**src/rtl/acc_bank_seq_ctrl_if.sv**
```systemverilog
// Handshake and bank-control bundle between an accumulator bank sequencer and its array/bank/PPU side.
// ACC_SEQ_PERF_EN adds the perf_stall_cnt field to both modports.
interface acc_bank_seq_ctrl_if #(
   parameter int KT_W   = 8,
   parameter int PERF_W = 16
);
   logic              start;
   logic [3:0]        cfg_rows;
   logic [KT_W-1:0]   cfg_k_tiles;
   logic              psum_valid;
   logic              psum_ready;
   logic [3:0]        bank_addr;
   logic              bank_wr_en;
   logic              bank_acc_mode;
   logic              drain_valid;
   logic              drain_ready;
   logic              drain_last;
   logic              busy;
   logic              done;
`ifdef ACC_SEQ_PERF_EN
   logic [PERF_W-1:0] perf_stall_cnt;

   modport master (
      output start, cfg_rows, cfg_k_tiles, psum_valid, drain_ready,
      input  psum_ready, bank_addr, bank_wr_en, bank_acc_mode,
             drain_valid, drain_last, busy, done, perf_stall_cnt
   );
   modport slave (
      input  start, cfg_rows, cfg_k_tiles, psum_valid, drain_ready,
      output psum_ready, bank_addr, bank_wr_en, bank_acc_mode,
             drain_valid, drain_last, busy, done, perf_stall_cnt
   );
`else
   modport master (
      output start, cfg_rows, cfg_k_tiles, psum_valid, drain_ready,
      input  psum_ready, bank_addr, bank_wr_en, bank_acc_mode,
             drain_valid, drain_last, busy, done
   );
   modport slave (
      input  start, cfg_rows, cfg_k_tiles, psum_valid, drain_ready,
      output psum_ready, bank_addr, bank_wr_en, bank_acc_mode,
             drain_valid, drain_last, busy, done
   );
`endif
endinterface

```
**src/rtl/acc_bank_seq_ctrl.sv**
```systemverilog
// Accumulator column-bank sequencer: steers psum rows into the bank (overwrite then accumulate), then drains to the PPU.
// Zero-latency write/drain strobes; drain stalls hold addr/valid/last. ACC_SEQ_PERF_EN adds a saturating stall counter.
module acc_bank_seq_ctrl #(
   parameter int MAX_ROWS = 12,
   parameter int KT_W     = 8,
   parameter int PERF_W   = 16
) (
   input  logic              clk,
   input  logic              rst,
   acc_bank_seq_ctrl_if.slave bus
);
   typedef enum logic [1:0] {S_IDLE, S_ACC, S_DRAIN, S_DONE} state_t;

   state_t          state, state_nxt;
   logic [3:0]      row_cnt;
   logic [KT_W-1:0] k_cnt;
   // Job shape is kept as last-index values so a full 16-row bank still fits 4 bits.
   logic [3:0]      last_row_q;
   logic [KT_W-1:0] last_k_q;
   logic [3:0]      last_row_cfg;
   logic [KT_W-1:0] last_k_cfg;
   logic            start_fire;
   logic            psum_fire;
   logic            drain_fire;
   logic            row_end;

   always_comb begin
      last_row_cfg = bus.cfg_rows - 4'd1;
      if (bus.cfg_rows == 4'd0 || 32'(bus.cfg_rows) > MAX_ROWS)
         last_row_cfg = 4'(MAX_ROWS - 1);
      last_k_cfg = bus.cfg_k_tiles - 1'b1;
      if (bus.cfg_k_tiles == '0)
         last_k_cfg = '0;
   end

   assign row_end       = (row_cnt == last_row_q);
   assign bus.bank_addr = row_cnt;

   always_ff @(posedge clk or posedge rst) begin
      if (rst)
         state <= S_IDLE;
      else
         state <= state_nxt;
   end

   always_comb begin
      state_nxt         = state;
      start_fire        = 1'b0;
      psum_fire         = 1'b0;
      drain_fire        = 1'b0;
      bus.psum_ready    = 1'b0;
      bus.bank_wr_en    = 1'b0;
      bus.bank_acc_mode = 1'b0;
      bus.drain_valid   = 1'b0;
      bus.drain_last    = 1'b0;
      bus.busy          = 1'b1;
      bus.done          = 1'b0;
      case (state)
         S_IDLE: begin
            bus.busy = 1'b0;
            if (bus.start) begin
               start_fire = 1'b1;
               state_nxt  = S_ACC;
            end
         end
         S_ACC: begin
            bus.psum_ready    = 1'b1;
            psum_fire         = bus.psum_valid;
            bus.bank_wr_en    = bus.psum_valid;
            bus.bank_acc_mode = (k_cnt != '0);
            if (psum_fire && row_end && k_cnt == last_k_q)
               state_nxt = S_DRAIN;
         end
         S_DRAIN: begin
            bus.drain_valid = 1'b1;
            bus.drain_last  = row_end;
            drain_fire      = bus.drain_ready;
            if (drain_fire && row_end)
               state_nxt = S_DONE;
         end
         S_DONE: begin
            bus.done  = 1'b1;
            state_nxt = S_IDLE;
         end
         default: state_nxt = S_IDLE;
      endcase
   end

   always_ff @(posedge clk or posedge rst) begin
      if (rst) begin
         row_cnt    <= '0;
         k_cnt      <= '0;
         last_row_q <= '0;
         last_k_q   <= '0;
      end else begin
         if (start_fire) begin
            last_row_q <= last_row_cfg;
            last_k_q   <= last_k_cfg;
            row_cnt    <= '0;
            k_cnt      <= '0;
         end
         if (psum_fire) begin
            if (row_end) begin
               row_cnt <= '0;
               k_cnt   <= (k_cnt == last_k_q) ? '0 : k_cnt + 1'b1;
            end else begin
               row_cnt <= row_cnt + 4'd1;
            end
         end
         if (drain_fire)
            row_cnt <= row_end ? 4'd0 : row_cnt + 4'd1;
      end
   end

`ifdef ACC_SEQ_PERF_EN
   logic stall;
   assign stall = (state == S_ACC && !bus.psum_valid) || (state == S_DRAIN && !bus.drain_ready);

   always_ff @(posedge clk or posedge rst) begin
      if (rst)
         bus.perf_stall_cnt <= '0;
      else if (start_fire)
         bus.perf_stall_cnt <= '0;
      else if (stall && !(&bus.perf_stall_cnt))
         bus.perf_stall_cnt <= bus.perf_stall_cnt + 1'b1;
   end
`endif
endmodule
```
**src/flat_wrapper.sv**
```systemverilog
// flat-port wrapper written by rule: the top's interface ports become plain ports
module acc_bank_seq_ctrl_flat 
#(
   parameter int MAX_ROWS = 12,
   parameter int KT_W     = 8,
   parameter int PERF_W   = 16
)
  (clk, rst, bus_start, bus_cfg_rows, bus_cfg_k_tiles, bus_psum_valid, bus_drain_ready, bus_psum_ready, bus_bank_addr, bus_bank_wr_en, bus_bank_acc_mode, bus_drain_valid, bus_drain_last, bus_busy, bus_done);
  acc_bank_seq_ctrl_if #(.KT_W(KT_W), .PERF_W(PERF_W)) bus_i ();
  input  logic clk;
  input  logic rst;
  input wire logic [$bits(bus_i.start)-1:0] bus_start;
  input wire logic [$bits(bus_i.cfg_rows)-1:0] bus_cfg_rows;
  input wire logic [$bits(bus_i.cfg_k_tiles)-1:0] bus_cfg_k_tiles;
  input wire logic [$bits(bus_i.psum_valid)-1:0] bus_psum_valid;
  input wire logic [$bits(bus_i.drain_ready)-1:0] bus_drain_ready;
  output wire logic [$bits(bus_i.psum_ready)-1:0] bus_psum_ready;
  output wire logic [$bits(bus_i.bank_addr)-1:0] bus_bank_addr;
  output wire logic [$bits(bus_i.bank_wr_en)-1:0] bus_bank_wr_en;
  output wire logic [$bits(bus_i.bank_acc_mode)-1:0] bus_bank_acc_mode;
  output wire logic [$bits(bus_i.drain_valid)-1:0] bus_drain_valid;
  output wire logic [$bits(bus_i.drain_last)-1:0] bus_drain_last;
  output wire logic [$bits(bus_i.busy)-1:0] bus_busy;
  output wire logic [$bits(bus_i.done)-1:0] bus_done;
  assign bus_i.start = bus_start;
  assign bus_i.cfg_rows = bus_cfg_rows;
  assign bus_i.cfg_k_tiles = bus_cfg_k_tiles;
  assign bus_i.psum_valid = bus_psum_valid;
  assign bus_i.drain_ready = bus_drain_ready;
  assign bus_psum_ready = bus_i.psum_ready;
  assign bus_bank_addr = bus_i.bank_addr;
  assign bus_bank_wr_en = bus_i.bank_wr_en;
  assign bus_bank_acc_mode = bus_i.bank_acc_mode;
  assign bus_drain_valid = bus_i.drain_valid;
  assign bus_drain_last = bus_i.drain_last;
  assign bus_busy = bus_i.busy;
  assign bus_done = bus_i.done;
  acc_bank_seq_ctrl #(.MAX_ROWS(MAX_ROWS), .KT_W(KT_W), .PERF_W(PERF_W)) u_core (.clk(clk), .rst(rst), .bus(bus_i));
endmodule
```
**config.mk**
```make
export PLATFORM = sky130hd
export DESIGN_NAME = acc_bank_seq_ctrl_flat
export DESIGN_NICKNAME = d
export VERILOG_FILES = /design/src/rtl/acc_bank_seq_ctrl_if.sv /design/src/rtl/acc_bank_seq_ctrl.sv /design/src/flat_wrapper.sv
export SDC_FILE = /design/constraint.sdc
export NUM_CORES = 1
export LEC_CHECK = 0
export ABC_AREA = 0
export CAP_MARGIN = 20
export CORE_MARGIN = 4
export CORE_UTILIZATION = 45
export CTS_BUF_LIST = sky130_fd_sc_hd__clkbuf_4
export CTS_CLUSTER_DIAMETER = 50
export DETAILED_ROUTE_END_ITERATION = 16
export DONT_BUFFER_PORTS = 1
export PLACE_DENSITY = 0.59
export RECOVER_POWER = 100
export SYNTH_ARGS = -nofsm -noshare
export SYNTH_HDL_FRONTEND = slang
export SYNTH_SLANG_ARGS = --single-unit
```
**constraint.sdc**
```tcl
create_clock -name clk -period 5.88 [get_ports clk]
set_input_delay 1.176 -clock clk [delete_from_list [all_inputs] [get_ports clk]]
set_output_delay 1.176 -clock clk [all_outputs]
set_load 0.02 [all_outputs]
```
==> results of run 1 <==
==> final cells by class <==
| type | count | area, um^2 |
|---|---|---|
| inverter | 14 | 52.6 |
| clock buffer | 3 | 22.5 |
| sequential | 26 | 651 |
| multi-input combinational | 132 | 886 |
| tap | 46 | 57.6 |
| fill | 330 | 1740 |
| timing repair buffer | 1 | 3.75 |
==> how the worst max path moves through the flow <==
stage                            start            endpoint  slack (ps)  depth (start not counted)
6_report       u_core.bus.bank_addr[1]      bus_drain_last        2320                          3
5_1_grt        u_core.bus.bank_addr[1]      bus_drain_last        2160                          3
4_1_cts                u_core.state[1]   bus_bank_acc_mode        2800                          3
3_5_place_dp        bus_cfg_k_tiles[5]  u_core.last_k_q[6]        3070                          3
3_3_place_gp        bus_cfg_k_tiles[5]  u_core.last_k_q[4]        3070                          3
2_1_floorplan           bus_psum_valid      bus_bank_wr_en        3270                          2
==> synthesized netlist by cell type (2+ instances only) <==
cell type  instances
a21oi_1           10
a22o_1             3
nor4b_1            2
ha_1              10
xor2_1            14
o21ai_0           13
and3_1             4
nand2b_1           4
nand2_1           20
xnor2_1            4
or4_1              3
and2_1             3
or2b_1             2
nor2_1            12
a31oi_1            6
nor4_2             2
nor3_1             4
inv_1             14
dfrtp_1           26
nand3_1            2
clkbuf_1           2
mux2_2             3
==> state kept, by name, indices dropped and copies added, names as in the netlist <==
name / flops
u_core.last_row_q: 4
u_core.bus.bank_addr: 4
u_core.state: 2
u_core.k_cnt: 8
u_core.last_k_q: 8
==> layout by cell type (no fill, tap or decap) <==
cell       netlist  final
dfrtp_1         26     26
nand2_1         20     20
inv_1           14     14
xor2_1          14     14
o21ai_0         13     13
nor2_1          12     12
a21oi_1         10     10
ha_1            10     10
a31oi_1          6      6
xnor2_1          4      4
nor3_1           4      4
nand2b_1         4      4
and3_1           4      4
or4_1            3      3
mux2_2           3      3
a22o_1           3      3
clkbuf_4         0      3
nand3_1          2      2
and2_0           0      2
nor4_2           2      2
or2b_1           2      2
nor4b_1          2      2
and2_1           3      1
o41ai_1          1      1
o32ai_1          1      1
nor4_1           0      1
nand4_1          1      1
a221oi_1         0      1
mux2_1           1      1
a2bb2oi_1        1      1
a211oi_1         0      1
a21o_1           1      1
a32o_1           1      1
a21boi_0         1      1
clkbuf_1         2      1
==> worst max-delay path, cell delays in order, from the launching register on <==
cell and delay, ps:
dfrtp_1 530, xor2_1 210, nor4_1 940, and2_0 400
==> cell families (layout without fill, tap and decap cells) <==
logic type,count (synthesis),after routing,share of synthesized area (%)
compound gates,40,40,15.8
xor+xnor,18,18,9.67
fa+ha+maj,10,10,7.67
buf+inv,17,18,4.14
flops,26,26,39.9
mux,4,4,2.76
simple gates,60,60,20.0
==> report_power, final <==
part           internal [mW]  total (mW)  switching (mW)
Clock                 0.0239      0.0729          0.0490
Sequential             0.236       0.299          0.0628
Combinational          0.112       0.283           0.171
==> per-layer routing <==
layer  vias up  global-route usage (%)
met5         -                       0
met4         0                    4.47
met3         2                    3.28
met2        32                    25.5
met1       575                    20.5
li1        614                       -
==> qor.csv, run 1 <==
metric,value,unit
status,"complete, no violations",
total grt overflow,0,
vias in the first global route,1223,
fin area,0.00167,mm^2
Root Driver,clkbuf_4,
Fin Setup TNS,0,ps
total global routing track utilization,15.5,%
Pwr Density,391,mW/mm^2
"setup slack, reg-to-reg",3000,ps
buffers added on ports,0,
endpoint class of the critical path,primary output,
average size of a mapped cell,9.32,um^2
Finish-stage setup viols,0,
Synthesis Warnings,0,
Area Growth Syn to Fin,2.61,%
Worst Setup Path Type,flip-flop to primary output,
DP Area,0.00167,mm^2
Final #Nets,205,
fraction of the yosys area taken by sequential cells,39.9,%
n_diodes,0,
Worst Slack Setup Final,2320,ps
Post-Syn Instances,175,
"Setup Fix Bufs, Post-CTS",0,
"area leader, netlist",dfrtp_1,
Worst Hold Class,flip-flop to flip-flop,
Post-synth EDFFs,0,
post-CTS resize count,0,
synth unique cells,34,
Synth async-reset ratio,100,%
reg2reg start,u_core.bus.bank_addr[1],
pre-CTS WS,3070,ps
Routed WL per cell,14.4,um
CTS tree,built,
Crit Path Max Fanout,7,
htree depth,1,
"Net Count, Synth",202,
worst hold path endpoint,u_core.last_k_q[7],
top layer in use,met4,
CTS sink count,26,
number of cell rows,21,
#FFs+latches synth,26,
via/cell ratio,5.51,
share of layout cells above drive strength 1,4.55,%
WHS,519,ps
crit path DAT,2380,ps
final-report hold violation count,0,
R2R depth,5,
initial antenna violation count,0,
Core ar.,0.00342,mm^2
Yosys top cell area share,39.9,%
pin count of the biggest net entering global routing,27,
initial cell density of the core,47.7,%
Routed WL,3190,um
DR pass1 iterations,4,
clock slew at reported path FFs,130,ps
Critical Path RT,4700,ps
hpwl dp,2570,um
crit start category,flip-flop,
Die Y,68.2,um
minimum clock period,3560,ps
Metal-1 WL,1490,um
final core utilization,49.0,%
Slew headroom,12.0,%
initial DRC count,50,
DR WL met2,1430,um
Tightest Pin Transition,1310,ps
reg2reg end,u_core.state[1],
Met3 Routed Length,234,um
"non-filler cells, final",222,
Area contributors post-synth,"dfrtp_1, ha_1, xor2_1",
Num CTS Buffers,3,
Post-Syn Area,0.00163,mm^2
Lkg Pwr,0.790,nW
Final Slew Violations,0,
"antenna viol nets, final",0,
die width,68.2,um
Worst VDD drop,0.124,mV
die area,0.00465,mm^2
WHS Path Cells,2,
f_max,281,MHz
final worst-path cycle share,60.5,%
Final Total Pwr,0.655,mW
Post-route DRC,0,
first-pass GRT wire length,5580,um
GPL Wtd Cong,0.755,
Clock Tree Buf Depth,2,
I/O pin count,28,
Max Cap Violations,0,
hold_sp,u_core.last_k_q[7],
Worst Skew,5.31,ps
later-pin clock latency in the skew report,310,ps
DR vias,1223,
unrepaired setup endpoints after global routing,false,
hold_buf cts,0,
Inst Count DP,218,
Post-synth top flop,dfrtp_1,
No activity file was read; power rests on OpenSTA's default activity.
==> run 2: changes to the inputs <==
==> constraint.sdc (replaced) <==
create_clock -name clk -period 3.6 [get_ports clk]
set_input_delay 0.72 -clock clk [delete_from_list [all_inputs] [get_ports clk]]
set_output_delay 0.72 -clock clk [all_outputs]
set_load 0.02 [all_outputs]
==> qor.csv, run 2 (synthesized netlist as in run 1, its figures left out) <==
metric,value,unit,change
hpwl dp,2500,um,was 2570 um
GPL Wtd Cong,0.738,,was 0.755
share of layout cells above drive strength 1,4.52,%,was 4.55%
initial cell density of the core,47.7,%,unchanged
first-pass GRT wire length,5440,um,was 5580 um
DR vias,1214,,"was 1,223"
fin area,0.00168,mm^2,was 0.00167 mm^2
n_diodes,0,,unchanged
Area Growth Syn to Fin,2.84,%,was 2.61%
Max Cap Violations,0,,unchanged
Tightest Pin Transition,1350,ps,was 1310 ps
crit path DAT,2280,ps,was 2380 ps
post-CTS resize count,0,,unchanged
initial DRC count,65,,was 50
"setup slack, reg-to-reg",760,ps,was 3000 ps
later-pin clock latency in the skew report,310,ps,about the same
crit start category,flip-flop,,unchanged
pin count of the biggest net entering global routing,27,,unchanged
Worst Skew,3.76,ps,was 5.31 ps
clock slew at reported path FFs,140,ps,was 130 ps
Core ar.,0.00342,mm^2,unchanged
total global routing track utilization,15.3,%,was 15.5%
total grt overflow,0,,unchanged
Post-route DRC,0,,unchanged
htree depth,1,,unchanged
Num CTS Buffers,3,,unchanged
most frequent cells in the layout,"dfrtp_1, nand2_1, inv_1, xor2_1, o21ai_0",,unchanged
reg2reg end,u_core.k_cnt[4],,was u_core.state[1]
"non-filler cells, final",223,,was 222
hold_buf cts,0,,unchanged
final-report hold violation count,0,,unchanged
CTS sink count,26,,unchanged
"most common cell after layout, fill and taps aside",dfrtp_1,,unchanged
Final Total Pwr,1.07,mW,was 0.655 mW
Final #Nets,205,,unchanged
f_max,334,MHz,
Worst Hold Class,primary input to asynchronous set/reset pin,,was flip-flop to flip-flop
reg2reg start,u_core.bus.bank_addr[1],,unchanged
final worst-path cycle share,83.3,%,
unrepaired setup endpoints after global routing,false,,unchanged
Crit Path Max Fanout,7,,unchanged
die area,0.00465,mm^2,unchanged
Critical Path RT,2880,ps,was 4700 ps
Finish-stage setup viols,0,,unchanged
Lkg Pwr,0.791,nW,was 0.790 nW
I/O pin count,28,,unchanged
WHS,139,ps,was 519 ps
Root Driver,clkbuf_4,,unchanged
via/cell ratio,5.44,,was 5.51
DP Area,0.00167,mm^2,unchanged
Routed WL,3160,um,was 3190 um
DR pass1 iterations,4,,unchanged
buffers added on ports,0,,unchanged
Worst VDD drop,0.324,mV,was 0.124 mV
Largest regs,"u_core.k_cnt x8, u_core.last_k_q x8",,unchanged
Slew headroom,9.29,%,was 12.0%
R2R depth,5,,unchanged
Worst Setup Path Type,flip-flop to primary output,,unchanged
"antenna viol nets, final",0,,unchanged
die width,68.2,um,unchanged
initial antenna violation count,0,,unchanged
Die Y,68.2,um,unchanged
Clock Tree Buf Depth,2,,unchanged
number of cell rows,21,,unchanged
Pwr Density,638,mW/mm^2,was 391 mW/mm^2
endpoint class of the critical path,primary output,,unchanged
minimum clock period,3000,ps,
Final Slew Violations,0,,unchanged
vias in the first global route,1212,,"was 1,223"
Routed WL per cell,14.2,um,was 14.4 um
status,"complete, no violations",,unchanged
CTS tree,built,,unchanged
Inst Count DP,218,,unchanged
Fin Setup TNS,0,ps,unchanged
"Setup Fix Bufs, Post-CTS",0,,unchanged
run 2: power breakdown:
part | total (mW) | switching [mW] | internal (mW)
sequential | 0.488 | 0.103 | 0.386
clock | 0.122 | 0.0813 | 0.0405
combinational | 0.459 | 0.277 | 0.182
run 2: routing by layer:
| metal | vias to the layer above | global-route usage, % | part of all wire, % |
|---|---|---|---|
| met5 | - | 0 | 0 |
| met4 | 0 | 5.96 | 1.3 |
| met3 | 2 | 2.79 | 6.8 |
| met2 | 35 | 24.9 | 45 |
| met1 | 565 | 20.1 | 47 |
| li1 | 612 | - | - |
run 2: how the worst max path moves through the flow:
| stage | from | endpoint | slack, ps |
|---|---|---|---|
| after floorplan | bus_cfg_k_tiles[5] | u_core.last_k_q[2] | 1480 |
| after CTS | u_core.state[1] | bus_bank_acc_mode | 980 |
| after global placement | u_core.bus.bank_addr[1] | u_core.k_cnt[2] | 1240 |
| after detailed placement | u_core.bus.bank_addr[1] | u_core.k_cnt[2] | 1200 |
| after global routing | u_core.bus.bank_addr[1] | bus_drain_last | 450 |
| final | u_core.bus.bank_addr[0] | bus_drain_last | 600 |
run 2: final cells by class:
type / count / area (um^2)
fill: 347 / 1740
multi-input combinational: 132 / 886
sequential: 26 / 651
tap: 46 / 57.6
inverter: 14 / 52.6
clock buffer: 3 / 22.5
clock inverter: 1 / 3.75
timing repair buffer: 1 / 3.75
run 2: critical path, cell delays in order, from the launching register on:
cell     delay, ps
dfrtp_1        520
xor2_1         200
nor4_1         880
and2_1         360
run 2: through the flow:
stage / util, % / setup WS, ps
after floorplan: - / 1480
after global placement: 49.0 / 1240
after detailed placement: 49.0 / 1200
after CTS: 49.7 / 976
after global routing: 49.1 / 450
final: 49.1 / 602
==> run 3: changes to the inputs <==
==> constraint.sdc (replaced) <==
create_clock -name clk -period 2.8 [get_ports clk]
set_input_delay 0.56 -clock clk [delete_from_list [all_inputs] [get_ports clk]]
set_output_delay 0.56 -clock clk [all_outputs]
set_load 0.02 [all_outputs]
==> qor.csv, run 3 (synthesized netlist as in run 1, its figures left out) <==
metric,value,unit,change
combinational power share,45.0,%,was 42.9%
CP max stage delay,520,ps,was 880 ps
vias in the first global route,1307,,"was 1,212"
Routed WL,3220,um,was 3160 um
clock slew at reported path FFs,130,ps,was 140 ps
I/O pin count,28,,unchanged
Worst Setup Path Type,flip-flop to primary output,,unchanged
Power Internal,0.796,mW,was 0.608 mW
Slew headroom,14.7,%,was 9.29%
Worst Hold Class,primary input to flip-flop,,was primary input to asynchronous set/reset pin
initial DRC count,51,,was 65
"Setup Fix Bufs, Post-CTS",0,,unchanged
pin count of the biggest net entering global routing,27,,unchanged
Lkg Pwr,0.799,nW,was 0.791 nW
f_max,409,MHz,
final worst-path cycle share,87.3,%,
Die Y,68.2,um,unchanged
via/cell ratio,5.52,,was 5.44
crit start category,flip-flop,,unchanged
number of cell rows,21,,unchanged
Final #Nets,209,,was 205
status,"complete, no violations",,unchanged
DP Area,0.00170,mm^2,was 0.00167 mm^2
hold_sp,bus_cfg_rows[0],,
minimum clock period,2440,ps,
Critical Path Source,u_core.bus.bank_addr[1],,was u_core.bus.bank_addr[0]
Clk pwr share,10.7,%,was 11.4%
Root Driver,clkbuf_4,,unchanged
Area Growth Syn to Fin,5.14,%,was 2.84%
"antenna viol nets, final",0,,unchanged
crit-path cells,xor2_1 > nor4_4 > and2_0,,was xor2_1 > nor4_1 > and2_1
Max Cap Violations,0,,unchanged
n_diodes,0,,unchanged
P_sw,0.624,mW,was 0.461 mW
# fillers,336,,was 347
most frequent cells in the layout,"dfrtp_1, nand2_1, inv_1, xor2_1, o21ai_0",,unchanged
Num CTS Buffers,3,,unchanged
endpoint class of the critical path,primary output,,unchanged
CTS sink count,26,,unchanged
hpwl dp,2560,um,was 2500 um
Worst Skew,10.3,ps,was 3.76 ps
DR vias,1248,,"was 1,214"
initial cell density of the core,47.7,%,unchanged
unrepaired setup endpoints after global routing,false,,unchanged
Tightest Pin Transition,1280,ps,was 1350 ps
total global routing track utilization,16.0,%,was 15.3%
htree depth,1,,unchanged
Finish-stage setup viols,0,,unchanged
Sw Ratio,43.9,%,was 43.1%
GPL Wtd Cong,0.725,,was 0.738
"most common cell after layout, fill and taps aside",dfrtp_1,,unchanged
Core ar.,0.00342,mm^2,unchanged
Worst VDD drop,0.356,mV,was 0.324 mV
CP max-delay cell,dfrtp_1,,was nor4_1
die area,0.00465,mm^2,unchanged
Seq pwr share,44.3,%,was 45.7%
Largest regs,"u_core.k_cnt x8, u_core.last_k_q x8",,unchanged
Final Slew Violations,0,,unchanged
reg2reg start,u_core.bus.bank_addr[1],,unchanged
Crit Path Max Fanout,7,,unchanged
Routed WL per cell,14.2,um,about the same
Pwr Density,829,mW/mm^2,was 638 mW/mm^2
later-pin clock latency in the skew report,310,ps,about the same
fin area,0.00171,mm^2,was 0.00168 mm^2
DR pass1 iterations,4,,unchanged
die width,68.2,um,unchanged
CTS tree,built,,unchanged
crit path DAT,1880,ps,was 2280 ps
Critical Path RT,2240,ps,was 2880 ps
initial antenna violation count,0,,unchanged
Post-route DRC,0,,unchanged
Final Total Pwr,1.42,mW,was 1.07 mW
share of layout cells above drive strength 1,5.56,%,was 4.52%
first-pass GRT wire length,5630,um,was 5440 um
buffers added on ports,0,,unchanged
final-report hold violation count,0,,unchanged
Clock Tree Buf Depth,2,,unchanged
total grt overflow,0,,unchanged
Fin Setup TNS,0,ps,unchanged
[run 3: critical path, delay by kind of cell, from the launching register on]
| kind | cells | cell delay [ps] |
|---|---|---|
| xor gates and xnor gates | 1 | 220 |
| DFF | 1 | 520 |
| and+or+nand+nor | 2 | 830 |
[run 3: routing by layer]
metal  up-vias  track usage (%)  wire (um)
li1        620                -          -
met1       599             19.4       1480
met2        27             27.7       1480
met3         2             2.79        215
met4         0             6.70         36
met5         -                0          0
[run 3: what timing repair did]
item	CTS	global route
endpoints found under the hold margin	0	2
hold buffers	0	1
resized for setup	0	0
[run 3: final timing paths]
| check | endpoint | slack [ps] | cells after the start |
|---|---|---|---|
| min reg2reg | u_core.last_k_q[2] | 520 | 2 |
| max in group asynchronous | u_core.k_cnt[4] | 870 | 3 |
| min in group asynchronous | u_core.last_row_q[0] | 520 | 2 |
| max | bus_drain_last | 360 | 3 |
| min | u_core.last_row_q[0] | 320 | 1 |
| max reg2reg | u_core.k_cnt[6] | 480 | 6 |
[run 3: power groups by stage]
stage	sequential, mW	clock (mW)	combinational [mW]
after floorplan	0.611	0	0.550
after global placement	0.633	0	0.637
after detailed placement	0.640	0	0.658
after CTS	0.631	0.160	0.660
after global routing	0.650	0.176	0.723
final	0.630	0.151	0.640
[run 3: cell type report]
cell class,instances,area (um^2),area share (%)
multi-input cells,132,906,52.8
repair buffers,5,25.0,1.46
well taps,46,57.6,3.36
clock buffers,3,22.5,1.31
flip-flops and latches,26,651,38.0
inverters,14,52.6,3.07
[run 3: stage by stage]
step	std cells	worst slack, ps	hold WS, ps	util (%)
global route	226	231	301	50.2
finish	226	355	320	50.2
floorplan	175	761	469	-
detailed placement	221	540	497	49.6
global placement	221	572	490	49.6
CTS	224	379	305	50.3
